## src/rtl/step_pkg.sv

```systemverilog
// Shared motor-phase definitions: half-step coil patterns, pattern-to-index decode and
// decoder FSM encoding.
package step_pkg;

    localparam logic [3:0] PAT_0    = 4'b0001;
    localparam logic [3:0] PAT_1    = 4'b0011;
    localparam logic [3:0] PAT_2    = 4'b0010;
    localparam logic [3:0] PAT_3    = 4'b0110;
    localparam logic [3:0] PAT_4    = 4'b0100;
    localparam logic [3:0] PAT_5    = 4'b1100;
    localparam logic [3:0] PAT_6    = 4'b1000;
    localparam logic [3:0] PAT_7    = 4'b1001;
    localparam logic [3:0] IDLE_PAT = 4'b0000;

    typedef enum logic [1:0] {
        ST_IDLE  = 2'd0,
        ST_TRACK = 2'd1,
        ST_FAULT = 2'd2
    } state_t;

    typedef struct packed {
        logic       vld;
        logic [2:0] idx;
    } pat_idx_t;

    // Half-step table position of a coil pattern; vld=0 for anything outside the table
    function automatic pat_idx_t pat_to_idx(input logic [3:0] pat);
        pat_idx_t r;
        r.vld = 1'b1;
        r.idx = 3'd0;
        case (pat)
            PAT_0:   r.idx = 3'd0;
            PAT_1:   r.idx = 3'd1;
            PAT_2:   r.idx = 3'd2;
            PAT_3:   r.idx = 3'd3;
            PAT_4:   r.idx = 3'd4;
            PAT_5:   r.idx = 3'd5;
            PAT_6:   r.idx = 3'd6;
            PAT_7:   r.idx = 3'd7;
            default: r.vld = 1'b0;
        endcase
        return r;
    endfunction

endpackage

```

## src/rtl/phase_filter.sv

```systemverilog
// Two-flop synchronizer followed by a run-length stability filter; q moves only after
// FILT_LEN identical synchronized samples, with a one-cycle q_chg pulse on each move.
module phase_filter #(
    parameter int unsigned FILT_LEN = 4
) (
    input  logic       sclk,
    input  logic       s_rst_n,
    input  logic [3:0] d,
    output logic [3:0] q,
    output logic       q_chg
);

    localparam int unsigned CNT_W = $clog2(FILT_LEN + 1);

    logic [3:0]       sync1;
    logic [3:0]       sync2;
    logic [3:0]       prev;
    logic [CNT_W-1:0] run;
    logic [CNT_W-1:0] run_nxt;
    logic             accept_c;

    always_comb begin
        run_nxt  = CNT_W'(1);
        accept_c = 1'b0;
        if (sync2 == prev) begin
            run_nxt = (run >= CNT_W'(FILT_LEN)) ? run : run + CNT_W'(1);
        end
        accept_c = (run_nxt >= CNT_W'(FILT_LEN)) && (sync2 != q);
    end

    always_ff @(posedge sclk or negedge s_rst_n) begin
        if (!s_rst_n) begin
            sync1 <= 4'b0000;
            sync2 <= 4'b0000;
            prev  <= 4'b0000;
            run   <= '0;
            q     <= 4'b0000;
            q_chg <= 1'b0;
        end else begin
            sync1 <= d;
            sync2 <= sync1;
            prev  <= sync2;
            run   <= run_nxt;
            q_chg <= accept_c;
            if (accept_c) begin
                q <= sync2;
            end
        end
    end

endmodule

```

## src/rtl/step_phase_decoder.sv

```systemverilog
// Turns filtered half-step coil patterns into step events, direction, signed position,
// step period and skip/illegal/stall fault indications.
module step_phase_decoder
    import step_pkg::*;
#(
    parameter int unsigned FILT_LEN = 4,
    parameter int unsigned POS_W    = 32,
    parameter int unsigned PER_W    = 32,
    parameter logic [31:0] TIMEOUT  = 32'd400_000
) (
    input  logic             sclk,
    input  logic             s_rst_n,
    input  logic [3:0]       phase_in,
    input  logic             clr_pos,
    output logic [POS_W-1:0] position,
    output logic             direct_o,
    output logic             step_pulse,
    output logic [PER_W-1:0] period,
    output logic             period_vld,
    output logic             stalled,
    output logic             err_skip,
    output logic             err_illegal,
    output logic [15:0]      err_cnt
);

    localparam int unsigned ERR_W = 16;

    logic [3:0]       filt_q;
    logic             filt_chg;

    state_t           state, state_nxt;
    logic [2:0]       idx, idx_nxt;
    logic             hist_vld, hist_nxt;
    logic [PER_W-1:0] cnt, cnt_nxt;
    logic [POS_W-1:0] pos_base, pos_nxt;
    logic             dir_nxt, step_nxt, pvld_nxt, stall_nxt, skip_nxt, ill_nxt;
    logic [PER_W-1:0] period_nxt;
    logic [ERR_W-1:0] err_base, err_nxt;
    pat_idx_t         pi;
    logic [2:0]       delta;

    phase_filter #(.FILT_LEN(FILT_LEN)) u_filter (
        .sclk    (sclk),
        .s_rst_n (s_rst_n),
        .d       (phase_in),
        .q       (filt_q),
        .q_chg   (filt_chg)
    );

    always_comb begin
        state_nxt  = state;
        idx_nxt    = idx;
        hist_nxt   = hist_vld;
        cnt_nxt    = '0;
        dir_nxt    = direct_o;
        period_nxt = period;
        step_nxt   = 1'b0;
        pvld_nxt   = 1'b0;
        stall_nxt  = stalled;
        skip_nxt   = 1'b0;
        ill_nxt    = 1'b0;
        pi         = pat_to_idx(filt_q);
        delta      = pi.idx - idx;
        pos_base   = clr_pos ? '0 : position;
        pos_nxt    = pos_base;

        if (state == ST_TRACK) begin
            cnt_nxt = (cnt == '1) ? cnt : cnt + PER_W'(1);
        end

        if (filt_chg) begin
            if (filt_q == IDLE_PAT) begin
                state_nxt = ST_IDLE;
                hist_nxt  = 1'b0;
                stall_nxt = 1'b0;
                cnt_nxt   = '0;
            end else if (!pi.vld) begin
                ill_nxt = 1'b1;
                if (state == ST_TRACK) begin
                    state_nxt = ST_FAULT;
                    hist_nxt  = 1'b0;
                    stall_nxt = 1'b0;
                    cnt_nxt   = '0;
                end
            end else if (state != ST_TRACK) begin
                // Re-entry from IDLE/FAULT only anchors the index
                state_nxt = ST_TRACK;
                idx_nxt   = pi.idx;
                hist_nxt  = 1'b0;
                stall_nxt = 1'b0;
                cnt_nxt   = PER_W'(1);
            end else begin
                idx_nxt = pi.idx;
                if (delta == 3'd1 || delta == 3'd7) begin
                    step_nxt  = 1'b1;
                    dir_nxt   = (delta == 3'd1);
                    pos_nxt   = (delta == 3'd1) ? pos_base + POS_W'(1) : pos_base - POS_W'(1);
                    pvld_nxt  = hist_vld;
                    if (hist_vld) begin
                        period_nxt = cnt;
                    end
                    hist_nxt  = 1'b1;
                    stall_nxt = 1'b0;
                    cnt_nxt   = PER_W'(1);
                end else begin
                    skip_nxt = 1'b1;
                end
            end
        end

        // A step or leaving TRACK in the same cycle takes priority over the stall
        if (state == ST_TRACK && state_nxt == ST_TRACK && !step_nxt && cnt >= PER_W'(TIMEOUT)) begin
            stall_nxt = 1'b1;
            hist_nxt  = 1'b0;
        end

        err_base = clr_pos ? '0 : err_cnt;
        err_nxt  = err_base;
        if ((skip_nxt || ill_nxt) && err_base != '1) begin
            err_nxt = err_base + ERR_W'(1);
        end
    end

    always_ff @(posedge sclk or negedge s_rst_n) begin
        if (!s_rst_n) begin
            state       <= ST_IDLE;
            idx         <= 3'd0;
            hist_vld    <= 1'b0;
            cnt         <= '0;
            position    <= '0;
            direct_o    <= 1'b0;
            step_pulse  <= 1'b0;
            period      <= '0;
            period_vld  <= 1'b0;
            stalled     <= 1'b0;
            err_skip    <= 1'b0;
            err_illegal <= 1'b0;
            err_cnt     <= '0;
        end else begin
            state       <= state_nxt;
            idx         <= idx_nxt;
            hist_vld    <= hist_nxt;
            cnt         <= cnt_nxt;
            position    <= pos_nxt;
            direct_o    <= dir_nxt;
            step_pulse  <= step_nxt;
            period      <= period_nxt;
            period_vld  <= pvld_nxt;
            stalled     <= stall_nxt;
            err_skip    <= skip_nxt;
            err_illegal <= ill_nxt;
            err_cnt     <= err_nxt;
        end
    end

endmodule
```

## config.mk

```make
export PLATFORM = sky130hd
export DESIGN_NAME = step_phase_decoder
export DESIGN_NICKNAME = d
export VERILOG_FILES = /design/src/rtl/step_pkg.sv /design/src/rtl/phase_filter.sv /design/src/rtl/step_phase_decoder.sv
export SDC_FILE = /design/constraint.sdc
export NUM_CORES = 1
export LEC_CHECK = 0
export ABC_AREA = 1
export ABC_CLOCK_PERIOD_IN_PS = 4720
export CORE_MARGIN = 2
export CORE_UTILIZATION = 58
export CTS_CLUSTER_SIZE = 10
export DETAILED_ROUTE_END_ITERATION = 8
export PLACE_DENSITY_LB_ADDON = 0.1
export SYNTH_ARGS = -nofsm -noshare
export SYNTH_HDL_FRONTEND = slang
export SYNTH_SLANG_ARGS = --single-unit
export TNS_END_PERCENT = 1
```

## constraint.sdc

```tcl
create_clock -name sclk -period 4.72 [get_ports sclk]
set_input_delay 0.944 -clock sclk [delete_from_list [all_inputs] [get_ports sclk]]
set_output_delay 0.944 -clock sclk [all_outputs]
set_load 0.02 [all_outputs]
```

# --- Word level (Yosys, flattened, before mapping) ---
# Index checks and enable logic that the tools add are counted.
# Widths: inputs -> output; s select.
op_classes:
  add_sub_neg: 6
  n_lt_le_gt_ge: 3
  eq_ne: 18
  muxes: 57
  bitwise_logic: 2
  n_reduce_logical: 16
op_table:
  columns: ["operator", "count"]
  rows:
  - ["$mux 32", 15]
  - ["$add 32x1->32 const B", 2]
  - ["$eq 32x32->1 const B", 1]
  - ["$ge 32x19->1 const B", 1]
  - ["$mux 1", 32]
  - ["$mux 16", 2]
  - ["$sub 32x1->32 const B", 1]
  - ["$pmux 3 s7", 1]
  - ["$add 16x1->16 const B", 1]
  - ["$ne 16x16->1 const B", 1]
  - ["$eq 4x4->1 const B", 3]
  - ["$mux 2", 5]
  - ["$eq 4x2->1 const B", 2]
  - ["$eq 4x3->1 const B", 2]
  - ["$reduce_or 8->1", 1]
  - ["$ge 3x3->1 const B", 2]
  - ["$mux 3", 2]
  - ["$reduce_and 3->1", 2]
  - ["$reduce_and 6->1", 1]
  - ["$logic_and 1x1->1", 5]
  - ["$ne 5x1->1 const B", 1]
  - ["$reduce_and 5->1", 1]
  - ["$eq 2x1->1 const B", 2]
  - ["$eq 4x1->1 const B", 1]
  - ["other kinds (13)", 15]
word_totals:
  register_bits: 144
  inputBits: 7
  wordCells: 121

# --- Longest topological paths before layout ---
depth:
  ltp_word: 15
  mapped_depth: 25
  ltp_nobuf: 25

# --- Cells and area by module ---
# Synthesis repeated with hierarchy kept, for this count alone.
unflattened:
  cells_unflattened: 1329
  hier_area_um2: 9426.5
modules_own_cells:
  columns: ["module", "n_inst", "cells_per_inst", "area_each_um2", "seq_area_each_um2"]
  rows:
  - ["step_phase_decoder", 1, 1251, 8620.8, 3103.0]
  - ["phase_filter", 1, 78, 805.8, 500.5]

# --- Worst setup path before layout ---
# No wires, ideal clock.
synth_path:
  kind: "register to register"
  startpoint: "register u_filter.q[3]"
  endpoint: "register position[30]"
  setup_ps: 117
  arrival_time_ps: 3637
  required_time_ps: 4603
  path_slack_ps: 965
  path_stages_with_launch: 23
  n_path_buf: 0
  period_less_slack_ps: 3755
  cell_sequence: "dfrtp_1 -> inv_1 -> nand2_1 -> a211oi_1 -> inv_1 -> ha_1 -> fa_1 -> xor2_1 -> xnor2_1 -> nand2_2 -> inv_1 -> fa_1 -> nand3b_1 -> nand2_1 -> nand2_1 -> nand2_1 -> nand3_1 -> nand2_1 -> nand3_1 -> nand2_1 -> nand2_1 -> nand3_1 -> nand2_1"
synth_via:
  elab_chain_len: 10
synth_lines:
  columns: ["item", "line", "source"]
  rows:
  - ["start, declared", "phase_filter.sv:9", "output logic [3:0] q,"]
  - ["start signal, assigned", "phase_filter.sv:46", "q <= sync2;"]
  - ["$eq 4x4->1, or another cell as far along", "step_pkg.sv:31", "case (pat)"]
  - ["$pmux 3 s7", "step_pkg.sv:31", null]
  - ["$sub 3x3->3", "step_phase_decoder.sv:63", "delta = pi.idx - idx;"]
  - ["$eq 3x1->1 or $eq 3x3->1 (tied branches)", "step_phase_decoder.sv:94, step_phase_decoder.sv:97", null]
  - ["$mux 32 or $logic_or 1x1->1 (tied branches)", "step_phase_decoder.sv:97, step_phase_decoder.sv:94", null]
  - ["$mux 32", "step_phase_decoder.sv:94", "if (delta == 3'd1 || delta == 3'd7) begin"]
  - ["$mux 32", "step_phase_decoder.sv:85", "end else if (state != ST_TRACK) begin"]
  - ["$mux 32", "step_phase_decoder.sv:77", "end else if (!pi.vld) begin"]
  - ["$mux 32 (*)", "step_phase_decoder.sv:72", "if (filt_q == IDLE_PAT) begin"]
  - ["$mux 32 (*)", "step_phase_decoder.sv:71", "if (filt_chg) begin"]
  - ["net pos_nxt[30]", "step_phase_decoder.sv:35", "logic [POS_W-1:0] pos_base, pos_nxt;"]
  - ["end signal, assigned", "step_phase_decoder.sv:144", "position <= pos_nxt;"]
  - ["end, declared", "step_phase_decoder.sv:15", "output logic [POS_W-1:0] position,"]
# The timed path passes the listed nets; every way through them passes the cells marked *.
# A chain may end at the register's enable or synchronous reset.

# --- Worst setup path in the final report ---
layout_path:
  startpoint: "register u_filter.q[3]"
  endpoint: "register position[29]"
# The elaborated chain is that of the path after synthesis.

==> qor.txt <==
Worst Setup Start Kind: flip-flop
H-tree depth: 4
DR DRC count: 0
Clk pin slew, worst setup/hold paths: 0.07 ns
Crit-path max FO: 23
Final net count: 1,402
Die Ht: 129 um
Setup Skew: 0.00955 ns
CTS Buffer Depth: 2
Placed Instances: 1,526
Headroom to the max-slew limit: 46.1%
VDD IR max: 0.265 mV
Post-layout util: 70.4%
Net count after synthesis: 1,307
GPL Wtd Cong: 0.924
Vias per cell: 5.44
Status: completed
Die ar.: 16,500 um^2
Fin Hold WS: 0.353 ns
Clock latency on the worst-skew pair: 0.43 ns
Syn. warnings: 0
Setup ws final: 0.515 ns
CTS Sinks: 144
Leakage: 5.52 nW
Largest net degree at the start of global routing: 91
Critical Path AT: 4.54 ns
Synthesis-stage register bit count: 144
Seq/Total Area, Yosys: 40.1%
Critical Path RT: 5.05 ns
Via Count: 8,480
DP Worst Slack: 0.503 ns
1st-pass router iterations: 5
GRT overflow: 0
Pwr Density: 269 nW/um^2
Global route hottest layer: met2
Die W: 129 um
Initial Util: 59.2%
Final period utilization: 89.1%
Most frequent cells in the layout: nand2_1 (387), inv_1 (170), dfrtp_1 (144)
Final WL: 23.0 mm
Setup TNS: 0 ns
First-iteration detailed-routing DRC count: 569
Tightest Pin Transition: 0.808 ns
Hold Vio Cnt, Final: 0
TritonCTS clock tree: built
Yosys cell types: 40
RSZ-0062 raised after global routing: false
GR Util met1: 40.2%
Most common cell after layout, fill and taps aside: nand2_1
First-pass GRT wire length: 38.1 mm
Slew Limit Fails: 0
Count of final setup violators: 0
Syn Std Cell Area: 8990 um^2
Fmax: 238 MHz
Drt wl/cell: 14.8 um
Worst hold path class: reg2reg
CP Capture Type: flip-flop
Clk root buf: clkbuf_16
Routed Antenna Nets: 0
Number of CTS-inserted buffers: 17
Core Region: 15,200 um^2
Synthesized netlist cell count: 1,262
Met3 Resource Use GR: 5.11%
Gr usage total: 29.1%
Crit path kind: reg2reg
FF-to-FF setup slack: 0.52 ns
PostCTS Resize Cnt: 0
# diodes: 0
Maxcap violations: 0
Area grow syn2layout: 19.0%
Vias in the first global route: 7,974
CTS Hold Bufs: 0
Crit path time final: 4.20 ns
Global Route met2 Usage: 47.2%
I/O Buffers: 92
I/O pins: 93
Share of cells above drive strength 1: 5.33%
Post-route insts no fill: 1,558
Average size of a mapped cell: 7.13 um^2
Antenna violations before repair: 0
Row Count: 45
Dpl hpwl: 16.8 mm
Setup bufs post-CTS: 0
[metal layers]
metal	wire length, um	vias to the layer above
met3	1230	35
met4	406	0
li1	-	4202
met1	10600	3989
met5	0	-
met2	10700	254
[critical path, cell delays in order, from the launching register on]
cell      delay (ns)
dfrtp_1         0.47
inv_1           0.10
nand2_1         0.06
a211oi_1        0.19
inv_1           0.08
ha_1            0.20
fa_1            0.37
xor2_1          0.25
xnor2_1         0.17
nand2_2         0.35
buf_4           0.35
ha_1            0.36
nand2_1         0.18
nor2_1          0.08
nor2_1          0.19
nand2_1         0.10
a21oi_1         0.28
nand2_1         0.09
nand2_1         0.06
nand3_1         0.06
nand2_1         0.07
inv_1           0.04
[Yosys cell counts (all sizes together)]
| cell type | count | area, um^2 |
|---|---|---|
| nand2 | 392 | 1480 |
| inv | 182 | 683 |
| dfrtp | 144 | 3600 |
| nor2 | 134 | 510 |
| nand3 | 83 | 425 |
| o21ai | 67 | 339 |
| a21oi | 46 | 230 |
| ha | 36 | 450 |
| xor2 | 35 | 307 |
| nor3 | 29 | 150 |
| buf | 21 | 118 |
| nand4 | 21 | 138 |
| xnor2 | 19 | 166 |
| a31oi | 14 | 87.6 |
| o21bai | 7 | 52.6 |
| clkbuf | 6 | 22.5 |
| nand3b | 6 | 45.0 |
| nor4 | 4 | 25.0 |
| a211oi | 2 | 15.0 |
| and2 | 2 | 12.5 |
| fa | 2 | 40.0 |
| o21a | 2 | 15.0 |
| or2 | 2 | 12.5 |
| a21o | 1 | 7.51 |
| and3 | 1 | 6.26 |
| nand2b | 1 | 6.26 |
| nor3b | 1 | 7.51 |
| o22ai | 1 | 12.5 |
| o31ai | 1 | 21.3 |
[power breakdown]
group	switching, mW	leakage, nW	total [mW]	internal, mW
Sequential	0.0109	1.98	1.25	1.24
Clock	0.650	0.295	1.37	0.722
Combinational	0.178	3.25	0.253	0.0758
[state kept, by name, indices dropped and copies added (netlist names)]
name            count
stalled             1
err_cnt            16
u_filter.q          4
err_illegal         1
period_vld          1
direct_o            1
hist_vld            1
err_skip            1
u_filter.sync2      4
period             32
u_filter.prev       4
u_filter.run        3
u_filter.sync1      4
idx                 3
cnt                32
step_pulse          1
position           32
u_filter.q_chg      1
state               2
[path summary, 6_finish.rpt]
kind | to | depth (start not counted) | start
worst max-delay path | position[29]$_DFF_PN0_ | 21 | u_filter.q[3]$_DFFE_PN0P_
worst min-delay path | u_filter.sync2[1]$_DFF_PN0_ | 0 | u_filter.sync1[1]$_DFF_PN0_
worst max register to register | position[29]$_DFF_PN0_ | 21 | u_filter.q[3]$_DFFE_PN0P_
worst min register to register | u_filter.sync2[1]$_DFF_PN0_ | 0 | u_filter.sync1[1]$_DFF_PN0_
max in group asynchronous | position[18]$_DFF_PN0_ | 2 | s_rst_n
min in group asynchronous | period[14]$_DFFE_PN0P_ | 1 | s_rst_n
[logic make-up after synthesis]
kind of cell	Yosys count	synth area share, %
AO/OA/AOI/OAI	141	8.68
adder cells (fa/ha/maj)	38	5.45
flip-flops	144	40.1
AND/OR/NAND/NOR	676	31.4
XOR/XNOR	54	5.26
buffers and inverters	209	9.15
[area by class of cell]
type / instances / area, um^2
clock buffers: 17 / 425
clock inverters: 15 / 188
fillers: 1291 / 4500
inverters: 182 / 683
multi-input cells: 909 / 4570
flip-flops and latches: 144 / 3600
well taps: 188 / 235
repair buffers: 103 / 1000
[through the flow]
step	instance area, um^2	power, mW
floorplan	8990	1.45
global placement	10100	1.53
detailed placement	10100	1.53
CTS	10700	2.89
global route	10700	2.99
finish	10700	2.88
(Power assumes the default switching activity.)
